### src/rtl/ysyx_24080014_inst_enc_pkg.sv
// Shared definitions for the instruction encoder and its users.
//   - imm_type_e      : immediate-format codes (R, I, S, U, B, J, ERROR)
//   - imm_range_err() : 1 when an immediate cannot be encoded in a format
//   - imm_decode()    : immediate decoder (inverse of the packer), so that
//                       encoder and decoder agree on one definition
package ysyx_24080014_inst_enc_pkg;

    typedef enum logic [2:0] {
        ImmR   = 3'b000,
        ImmI   = 3'b001,
        ImmS   = 3'b010,
        ImmU   = 3'b011,
        ImmB   = 3'b100,
        ImmJ   = 3'b101,
        ImmErr = 3'b110
    } imm_type_e;

    // A field is representable when all bits above its sign bit equal the
    // sign bit, i.e. the slice is all-zeros or all-ones.
    function automatic logic imm_range_err(input logic [2:0] imm_type, input logic [31:0] imm);
        logic err;
        unique case (imm_type)
            ImmR:       err = 1'b0;
            ImmI, ImmS: err = !((&imm[31:11]) || !(|imm[31:11]));
            ImmB:       err = !((&imm[31:12]) || !(|imm[31:12])) || imm[0];
            ImmJ:       err = !((&imm[31:20]) || !(|imm[31:20])) || imm[0];
            ImmU:       err = |imm[11:0];
            default:    err = 1'b1;
        endcase
        return err;
    endfunction

    function automatic logic [31:0] imm_decode(input logic [2:0] imm_type,
                                               input logic [31:0] inst);
        logic [31:0] imm;
        unique case (imm_type)
            ImmI:    imm = {{20{inst[31]}}, inst[31:20]};
            ImmS:    imm = {{20{inst[31]}}, inst[31:25], inst[11:7]};
            ImmB:    imm = {{20{inst[31]}}, inst[7], inst[30:25], inst[11:8], 1'b0};
            ImmU:    imm = {inst[31:12], 12'b0};
            ImmJ:    imm = {{12{inst[31]}}, inst[19:12], inst[20], inst[30:21], 1'b0};
            default: imm = 32'h0;
        endcase
        return imm;
    endfunction

endpackage

### src/rtl/ysyx_24080014_imm_pack.sv
// Combinational instruction packer.
// Inputs : imm_type, imm, opcode, rd, rs1, rs2, funct3, funct7
// Outputs: inst (assembled RV32 word, 0 when err), err (imm not representable
//          in imm_type, or imm_type is not a valid format)
module ysyx_24080014_imm_pack
    import ysyx_24080014_inst_enc_pkg::*;
(
    input  logic [2:0]  imm_type,
    input  logic [31:0] imm,
    input  logic [6:0]  opcode,
    input  logic [4:0]  rd,
    input  logic [4:0]  rs1,
    input  logic [4:0]  rs2,
    input  logic [2:0]  funct3,
    input  logic [6:0]  funct7,
    output logic [31:0] inst,
    output logic        err
);

    logic [31:0] packed_inst;

    always_comb begin
        packed_inst = 32'h0;
        unique case (imm_type)
            ImmR: packed_inst = {funct7, rs2, rs1, funct3, rd, opcode};
            ImmI: packed_inst = {imm[11:0], rs1, funct3, rd, opcode};
            ImmS: packed_inst = {imm[11:5], rs2, rs1, funct3, imm[4:0], opcode};
            ImmB: packed_inst = {imm[12], imm[10:5], rs2, rs1, funct3, imm[4:1], imm[11], opcode};
            ImmU: packed_inst = {imm[31:12], rd, opcode};
            ImmJ: packed_inst = {imm[20], imm[10:1], imm[11], imm[19:12], rd, opcode};
            default: packed_inst = 32'h0;
        endcase
    end

    always_comb begin
        err  = imm_range_err(imm_type, imm);
        // All-zero word is the canonical illegal instruction.
        inst = err ? 32'h0 : packed_inst;
    end

endmodule

### src/rtl/ysyx_24080014_inst_enc.sv
// Two-stage valid/ready instruction encoder.
// Inputs : clk, rst (sync, active-high), in_valid, imm_type, imm, opcode, rd,
//          rs1, rs2, funct3, funct7, out_ready
// Outputs: in_ready, out_valid, out_inst, out_err,
//          err_cnt (saturating count of accepted erroneous requests)
// S1 holds the request plus its range-check result; S2 holds the packed word.
module ysyx_24080014_inst_enc
    import ysyx_24080014_inst_enc_pkg::*;
#(
    parameter int unsigned ERR_CNT_W = 8
) (
    input  logic                 clk,
    input  logic                 rst,
    input  logic                 in_valid,
    output logic                 in_ready,
    input  logic [2:0]           imm_type,
    input  logic [31:0]          imm,
    input  logic [6:0]           opcode,
    input  logic [4:0]           rd,
    input  logic [4:0]           rs1,
    input  logic [4:0]           rs2,
    input  logic [2:0]           funct3,
    input  logic [6:0]           funct7,
    output logic                 out_valid,
    input  logic                 out_ready,
    output logic [31:0]          out_inst,
    output logic                 out_err,
    output logic [ERR_CNT_W-1:0] err_cnt
);

    logic        s1_valid_q;
    logic [2:0]  s1_type_q;
    logic [31:0] s1_imm_q;
    logic [6:0]  s1_opcode_q;
    logic [4:0]  s1_rd_q;
    logic [4:0]  s1_rs1_q;
    logic [4:0]  s1_rs2_q;
    logic [2:0]  s1_funct3_q;
    logic [6:0]  s1_funct7_q;
    logic        s1_err_q;

    logic        s2_valid_q;
    logic [31:0] s2_inst_q;
    logic        s2_err_q;

    logic [ERR_CNT_W-1:0] err_cnt_q;

    logic        adv1;
    logic        adv2;
    logic        in_err;
    logic        in_fire;
    logic [31:0] pack_inst;
    logic        pack_err;

    always_comb begin
        adv2     = !s2_valid_q || out_ready;
        adv1     = !s1_valid_q || adv2;
        in_ready = adv1;
        in_fire  = in_valid && adv1;
        in_err   = imm_range_err(imm_type, imm);
    end

    // Stage 1: valid bit, and payload loaded only on an accepted request.
    always_ff @(posedge clk) begin
        if (rst) begin
            s1_valid_q <= 1'b0;
        end else if (adv1) begin
            s1_valid_q <= in_valid;
        end
    end

    always_ff @(posedge clk) begin
        if (in_fire) begin
            s1_type_q   <= imm_type;
            s1_imm_q    <= imm;
            s1_opcode_q <= opcode;
            s1_rd_q     <= rd;
            s1_rs1_q    <= rs1;
            s1_rs2_q    <= rs2;
            s1_funct3_q <= funct3;
            s1_funct7_q <= funct7;
            s1_err_q    <= in_err;
        end
    end

    ysyx_24080014_imm_pack u_imm_pack (
        .imm_type (s1_type_q),
        .imm      (s1_imm_q),
        .opcode   (s1_opcode_q),
        .rd       (s1_rd_q),
        .rs1      (s1_rs1_q),
        .rs2      (s1_rs2_q),
        .funct3   (s1_funct3_q),
        .funct7   (s1_funct7_q),
        .inst     (pack_inst),
        .err      (pack_err)
    );

    // Stage 2: payload only moves when S1 has something to hand over, so the
    // output stays stable while stalled or drained.
    always_ff @(posedge clk) begin
        if (rst) begin
            s2_valid_q <= 1'b0;
            s2_inst_q  <= 32'h0;
            s2_err_q   <= 1'b0;
        end else if (adv2) begin
            s2_valid_q <= s1_valid_q;
            if (s1_valid_q) begin
                s2_inst_q <= (s1_err_q || pack_err) ? 32'h0 : pack_inst;
                s2_err_q  <= s1_err_q || pack_err;
            end
        end
    end

    always_ff @(posedge clk) begin
        if (rst) begin
            err_cnt_q <= '0;
        end else if (in_fire && in_err && (err_cnt_q != '1)) begin
            err_cnt_q <= err_cnt_q + {{(ERR_CNT_W-1){1'b0}}, 1'b1};
        end
    end

    assign out_valid = s2_valid_q;
    assign out_inst  = s2_inst_q;
    assign out_err   = s2_err_q;
    assign err_cnt   = err_cnt_q;

endmodule

### config.mk
export PLATFORM = sky130hd
export DESIGN_NAME = ysyx_24080014_inst_enc
export DESIGN_NICKNAME = d
export VERILOG_FILES = /design/src/rtl/ysyx_24080014_inst_enc_pkg.sv /design/src/rtl/ysyx_24080014_imm_pack.sv /design/src/rtl/ysyx_24080014_inst_enc.sv
export SDC_FILE = /design/constraint.sdc
export NUM_CORES = 1
export LEC_CHECK = 0
export BUFFER_PORTS_ARGS = -buffer_cell sky130_fd_sc_hd__clkbuf_2
export CORE_MARGIN = 2
export CORE_UTILIZATION = 53
export CTS_CLUSTER_DIAMETER = 80
export DETAILED_ROUTE_END_ITERATION = 6
export PLACE_DENSITY = 0.77
export SYNTH_ARGS = -nofsm -noshare
export SYNTH_HDL_FRONTEND = slang
export SYNTH_SLANG_ARGS = --single-unit
### constraint.sdc
create_clock -name clk -period 2.9 [get_ports clk]
set_clock_uncertainty 0.1 [all_clocks]
set_input_delay 0.29 -clock clk [delete_from_list [all_inputs] [get_ports clk]]
set_output_delay 0.29 -clock clk [all_outputs]
set_load 0.005 [all_outputs]
; ---- Word level (Yosys, flattened, before mapping)
; Index checks and enable logic that the tools add are counted.
[word_totals]
elab_cells = 80
register_bits = 111
in_bits = 71
out_inout_bits = 43
[classes]
reduce_logical = 49
n_addsub = 1
n_eq_ne = 11
n_mux = 5
[ops]
columns = operator, count
row1 = one-hot mux 32 bit (6 select lines), 1
row2 = 2-to-1 mux 32 bit, 2
row3 = OR reduction 12 bit, 4
row4 = AND reduction 21 bit, 2
row5 = OR reduction 21 bit, 2
row6 = AND reduction 20 bit, 2
row7 = OR reduction 20 bit, 2
row8 = AND reduction 12 bit, 2
row9 = logical NOT 1 bit, 14
row10 = logical OR 1 bit, 13
row11 = "== test 3 x 2 -> 1 bit, second input constant", 4
row12 = "== test 3 bit, second input constant", 4
row13 = one-hot mux 1 bit (5 select lines), 2
row14 = "adder 8 x 1 -> 8 bit, second input constant", 1
row15 = "!= test 8 bit, second input constant", 1
row16 = "== test 3 x 1 -> 1 bit, second input constant", 2
row17 = logical NOT 3 bit, 2
row18 = OR reduction 2 bit, 2
row19 = logical AND 1 bit, 3
row20 = AND reduction 2 bit, 1

; ---- Logic depth before layout (Yosys ltp)
[depth]
depth_word = 8
ltp_mapped = 7
mapped_depth_nobuf = 7

; ---- By module
; From an unflattened synthesis, not the netlist that was laid out.
[unflattened]
cells_unflattened = 439
hier_area_um2 = 5044.8
[by_module_without_submodules]
columns = mod, cells_each, seq_area_each_um2, instances, area_each_um2
row1 = ysyx_24080014_inst_enc, 270, 2902.8, 1, 3797.4
row2 = ysyx_24080014_imm_pack, 169, 0.0, 1, 1247.4

; ---- Least setup slack after synthesis
; Ideal clock, no wire load.
[synth_path]
kind = register to register
from = reg s1_valid_q
to = reg s1_err_q (enable)
t_required_ns = 2.378
setup_time_ns = 0.422
synth_period_minus_slack_ns = 2.407
arrival_ns = 1.885
path_buffers = 0
stages_incl_launch_ff = 4
path_slack_ns = 0.493
cell_sequence = dfxtp_1 -> nand3b_1 -> nand2_1 -> inv_1
[synth_via]
elab_chain_len = 3
[synth_lines]
columns = element, line
row1 = "start, declared", ysyx_24080014_inst_enc.sv:31  ; logic s1_valid_q;
row2 = "start signal, assigned", ysyx_24080014_inst_enc.sv:68  ; s1_valid_q <= in_valid;
row3 = logical NOT 1 bit, ysyx_24080014_inst_enc.sv:57  ; adv1 = !s1_valid_q || adv2;
row4 = logical OR 1 bit, ysyx_24080014_inst_enc.sv:57
row5 = net in_ready, ysyx_24080014_inst_enc.sv:15  ; output logic in_ready,
row6 = logical AND 1 bit, ysyx_24080014_inst_enc.sv:59  ; in_fire = in_valid && adv1;
row7 = net in_fire, ysyx_24080014_inst_enc.sv:51  ; logic in_fire;
row8 = "end signal, assigned", ysyx_24080014_inst_enc.sv:82  ; s1_err_q <= in_err;
row9 = "end, declared", ysyx_24080014_inst_enc.sv:40  ; logic s1_err_q;
; The timed path passes the listed nets, and every way through them passes these cells.
; A chain may end at the register's enable or synchronous reset.

; ---- Worst setup path in the final report
[layout_path]
from = reg s1_imm_q[4]
to = reg s2_inst_q[21], in the netlist out_inst[21]
[layout_via]
elab_chain_len = 4
elab_cells_between_ends = 5
classes_between = mux: 3 / reduce/logical: 2
[layout_lines]
columns = element, line
row1 = "start, declared", ysyx_24080014_inst_enc.sv:33  ; logic [31:0] s1_imm_q;
row2 = "start signal, assigned", ysyx_24080014_inst_enc.sv:75  ; s1_imm_q <= imm;
row3 = OR reduction 12 bit *, ysyx_24080014_inst_enc_pkg.sv:27  ; ImmU: err = |imm[11:0];
row4 = one-hot mux 1 bit (5 select lines) *, ysyx_24080014_inst_enc_pkg.sv:22  ; unique case (imm_type)
row5 = 2-to-1 mux 32 bit / logical OR 1 bit (equally long branches), "ysyx_24080014_imm_pack.sv:38, ysyx_24080014_inst_enc.sv:109"
row6 = 2-to-1 mux 32 bit *, ysyx_24080014_inst_enc.sv:109  ; s2_inst_q <= (s1_err_q || pack_err) ? 32'h0 : pack_inst;
row7 = "end signal, assigned", ysyx_24080014_inst_enc.sv:109
row8 = "end, declared", ysyx_24080014_inst_enc.sv:43  ; logic [31:0] s2_inst_q;
; Mark *: on every way between the ends. The rest lies on a longest branch, timed or not.

==> summary.txt <==
Die
  • IO Pins: 114
  • Initial Util: 0.5374
  • Die height: between 90 and 100 um
  • Core area: between 8000 and 9000 sq um
  • Die span in x: between 90 and 100 um
  • Die Footprint: approximately 9500 sq um
  • Row Count: 34

Detailed routing
  • 1st-iter DRT viols: about 230
  • Routed WL per cell: roughly 18 um
  • Final ANT Viol Nets: 0
  • Final WL: ~11000 um
  • Vias per cell: 5.960
  • # DRC: 0
  • DR pass1 iterations: 5
  • Vias: around 3.7k

Power and ir drop
  • Peak supply drop: approximately 0.22 mV
  • Pleak: roughly 2.3 nW
  • Power per cell area: a little over 500 nW/um^2

Global routing
  • Maximum number of pins on one net before global-route repair: 33
  • Initial antenna violation count: 0
  • GRT Total Usage: 0.2347
  • Met1 Use GR: 0.3369
  • First-pass GRT wire length: 17650 um
  • Total gr overflow: 0
  • Vias in the first global route: around 3.4k
  • Met3 Resource Use GR: 0.04029
  • Met2 usage in global routing: 0.3702
  • Global route hottest layer: met2

Placement
  • Dpl hpwl: about 8000 um
  • PortBufs: between 100 and 150
  • Dpl cells: 578
  • RePlAce Congestion: between 0.8 and 0.9

Clock tree
  • Worst-path clk slew: around 90 ps
  • Clock Latency Late Sink: between 300 and 400 ps
  • Worst-case clock buffer depth: 2
  • CTS Sinks: 111
  • Hold buffers post-CTS: 22
  • Post-CTS Repair Setup Buffers: 0
  • Root Buffer Master: clkbuf_8
  • CTS tree: yes
  • H-tree depth: 3
  • Post-CTS sizing: 0
  • Cts bufs inserted: 9

Setup path
  • Critical R2R Launch: s1_imm_q[4]
  • Slowest CP cell: edfxtp_1
  • Crit path launch type: flop
  • Crit path max fanout: 32
  • Worst setup EP type: flop
  • Worst-path cell chain: nor4_1, nand3_1, a311oi_1, o41ai_1, nor3_4, buf_4, a32o_1
  • Critical Path RT: approximately 3100 ps
  • CP Capture Point: out_inst[21]
  • Kind of critical path: flop to flop
  • Reg2reg end: out_inst[21]
  • Reg-to-reg slack, setup: 450 ps
  • CP delay by family, top: compound AO/OA/AOI/OAI gates
  • Crit path buffers/inverters: 1
  • Worst path depth: 7
  • Worst EP arrival: between 2000 and 3000 ps
  • R2r worst-path depth: 7
  • CP Launch Point: s1_imm_q[4]
  • CP max stage delay: 480 ps

Logic synthesis
  • Post-synth cell types: 45
  • Syn Nets: roughly 440
  • Post-Syn Area per Cell: between 10 and 15 sq um
  • Ys flop type: edfxtp_1
  • Cells after Synth: 366
  • Register area share after synthesis: 0.6286
  • Synth Register Bits: about 110
  • Post-synth EDFFs: just under 70
  • Yosys warning count: 0
  • Post-synthesis async set-or-reset flop share: 0
  • Cell Area, Synth: 4618 sq um

STA
  • Relative slew slack: 0.5207
  • FMAX: 408.7 MHz
  • Hold WS: approximately 11 ps
  • Fin crit period: approximately 2400 ps
  • Fin crit share: 0.8437
  • Final TNS setup: 0 ps
  • Final Max Tran Viols: 0
  • Unrepaired setup endpoints after global routing: no
  • Final hold violations: 0
  • Slew @ Worst Pin: 709.7 ps
  • Setup Viol. Count Final: 0

Layout
  • Commonest non-fill, non-tap cell in the layout: clkbuf_2
  • Layout Nets: between 500 and 600
  • Finished Layout Cells: around 620
  • Antenna Cells: 0
  • Area grow syn2layout: 25.03%
  • Commonest non-fill, non-tap cells in the layout: clkbuf_2 (113), edfxtp_1 (68), dfxtp_1 (43)
  • Layout cells sized above 1: 0.3353

Flow run
  • Max-cap viol count: 0

Run status
  • Status: finished, final reports clean

Hold path
  • HP Class: input port to flop
-- report_power, final --
part	internal (W)	switching [W]	leakage (nW)
registers	0.00175	0.0000505	1.01
logic	0.000149	0.000156	1.17
clock network	0.000337	0.000497	0.0862
total	0.00223	0.000704	2.26
-- cells by family (layout without fill, tap and decap cells) --
family | after synthesis | count (layout) | synth area share
flops | 111 | 111 | 0.6286
simple gates | 108 | 108 | 0.1300
compound gates | 106 | 106 | 0.1769
buf+inv | 26 | 173 | 0.02411
mux | 13 | 13 | 0.03576
fa+ha+maj | 1 | 1 | 0.002709
xor+xnor | 1 | 1 | 0.001897
-- Yosys cell counts (2+ instances only) --
cell type   n  area, sq um
a21oi_1    12        60.06
a22o_1     29        254.0
a22oi_1     7        52.55
a32o_1      4        40.04
and3_1      5        31.28
and4_1      2        17.52
buf_4       3        22.52
clkbuf_1   14        52.55
dfxtp_1    43        860.8
edfxtp_1   68         2042
inv_1       7        26.28
mux2_2     10        112.6
mux2_4      2        30.03
nand2_1    14        52.55
nand2b_1    3        18.77
nand3_1     8        40.04
nand4_1     9        56.30
nor2_1     18        67.56
nor2b_1    18        112.6
nor3_1      6        30.03
nor4_1     16        100.1
o21ai_0    28        140.1
o221a_2    14        157.7
o22a_1      4        35.03
or3_2       2        15.01
-- worst min path at each step --
| stage | start | end | slack, ps | cells past startpoint |
|---|---|---|---|---|
| floorplan | funct3[0] | s1_funct3_q[0] | 290 | 0 |
| global placement | s1_opcode_q[3] | out_inst[3] | 340 | 1 |
| detailed placement | s1_opcode_q[1] | out_inst[1] | 350 | 1 |
| CTS | rd[3] | s1_rd_q[3] | 0.1 | 1 |
| global route | rd[3] | s1_rd_q[3] | 2 | 1 |
| finish | rd[3] | s1_rd_q[3] | 10 | 1 |
-- registers in the layout (all words and copies together), names as in the netlist --
register / count
s1_imm_q: 32
s1_rs2_q: 5
out_inst: 32
s1_valid_q: 1
s1_opcode_q: 7
s1_err_q: 1
s1_funct3_q: 3
s1_type_q: 3
err_cnt: 8
s1_rs1_q: 5
out_err: 1
s1_funct7_q: 7
out_valid: 1
s1_rd_q: 5
-- metrics by stage --
step / setup slack (ps) / instance area [sq um] / power (W) / util
2_1_floorplan: 493.1 / 4618 / 0.001973 / -
3_3_place_gp: 606.4 / 5330 / 0.002096 / 0.6203
4_1_cts: 472.6 / 5724 / 0.002945 / 0.6661
6_report: 453.2 / 5774 / 0.002937 / 0.6720
3_5_place_dp: 484.4 / 5330 / 0.002107 / 0.6203
5_1_grt: 287.9 / 5774 / 0.003053 / 0.6720
-- per-layer routing --
layer  vias up  wire length [um]  share of wire
met4         0               156          0.014
li1       1739                 -              -
met5         -                 0              0
met1      1757              4815           0.43
met3        20               886          0.080
met2       185              5272           0.47
-- worst register-to-register path: cells and delay by family (launching register included) --
kind / cells / cell delay, ps
buffers and inverters: 1 / 360
and+or+nand+nor: 3 / 700
AOI/OAI and AO/OA: 3 / 760
DFF: 1 / 480
-- area by class of cell --
cell class,count,area [sq um]
clock buffer,11,141.4
fill,661,2819
timing repair buffer,149,915.9
inverter,8,32.53
multi-input combinational,229,1614
tap,108,135.1
sequential,111,2903
clock inverter,5,32.53
(Power assumes the default switching activity.)
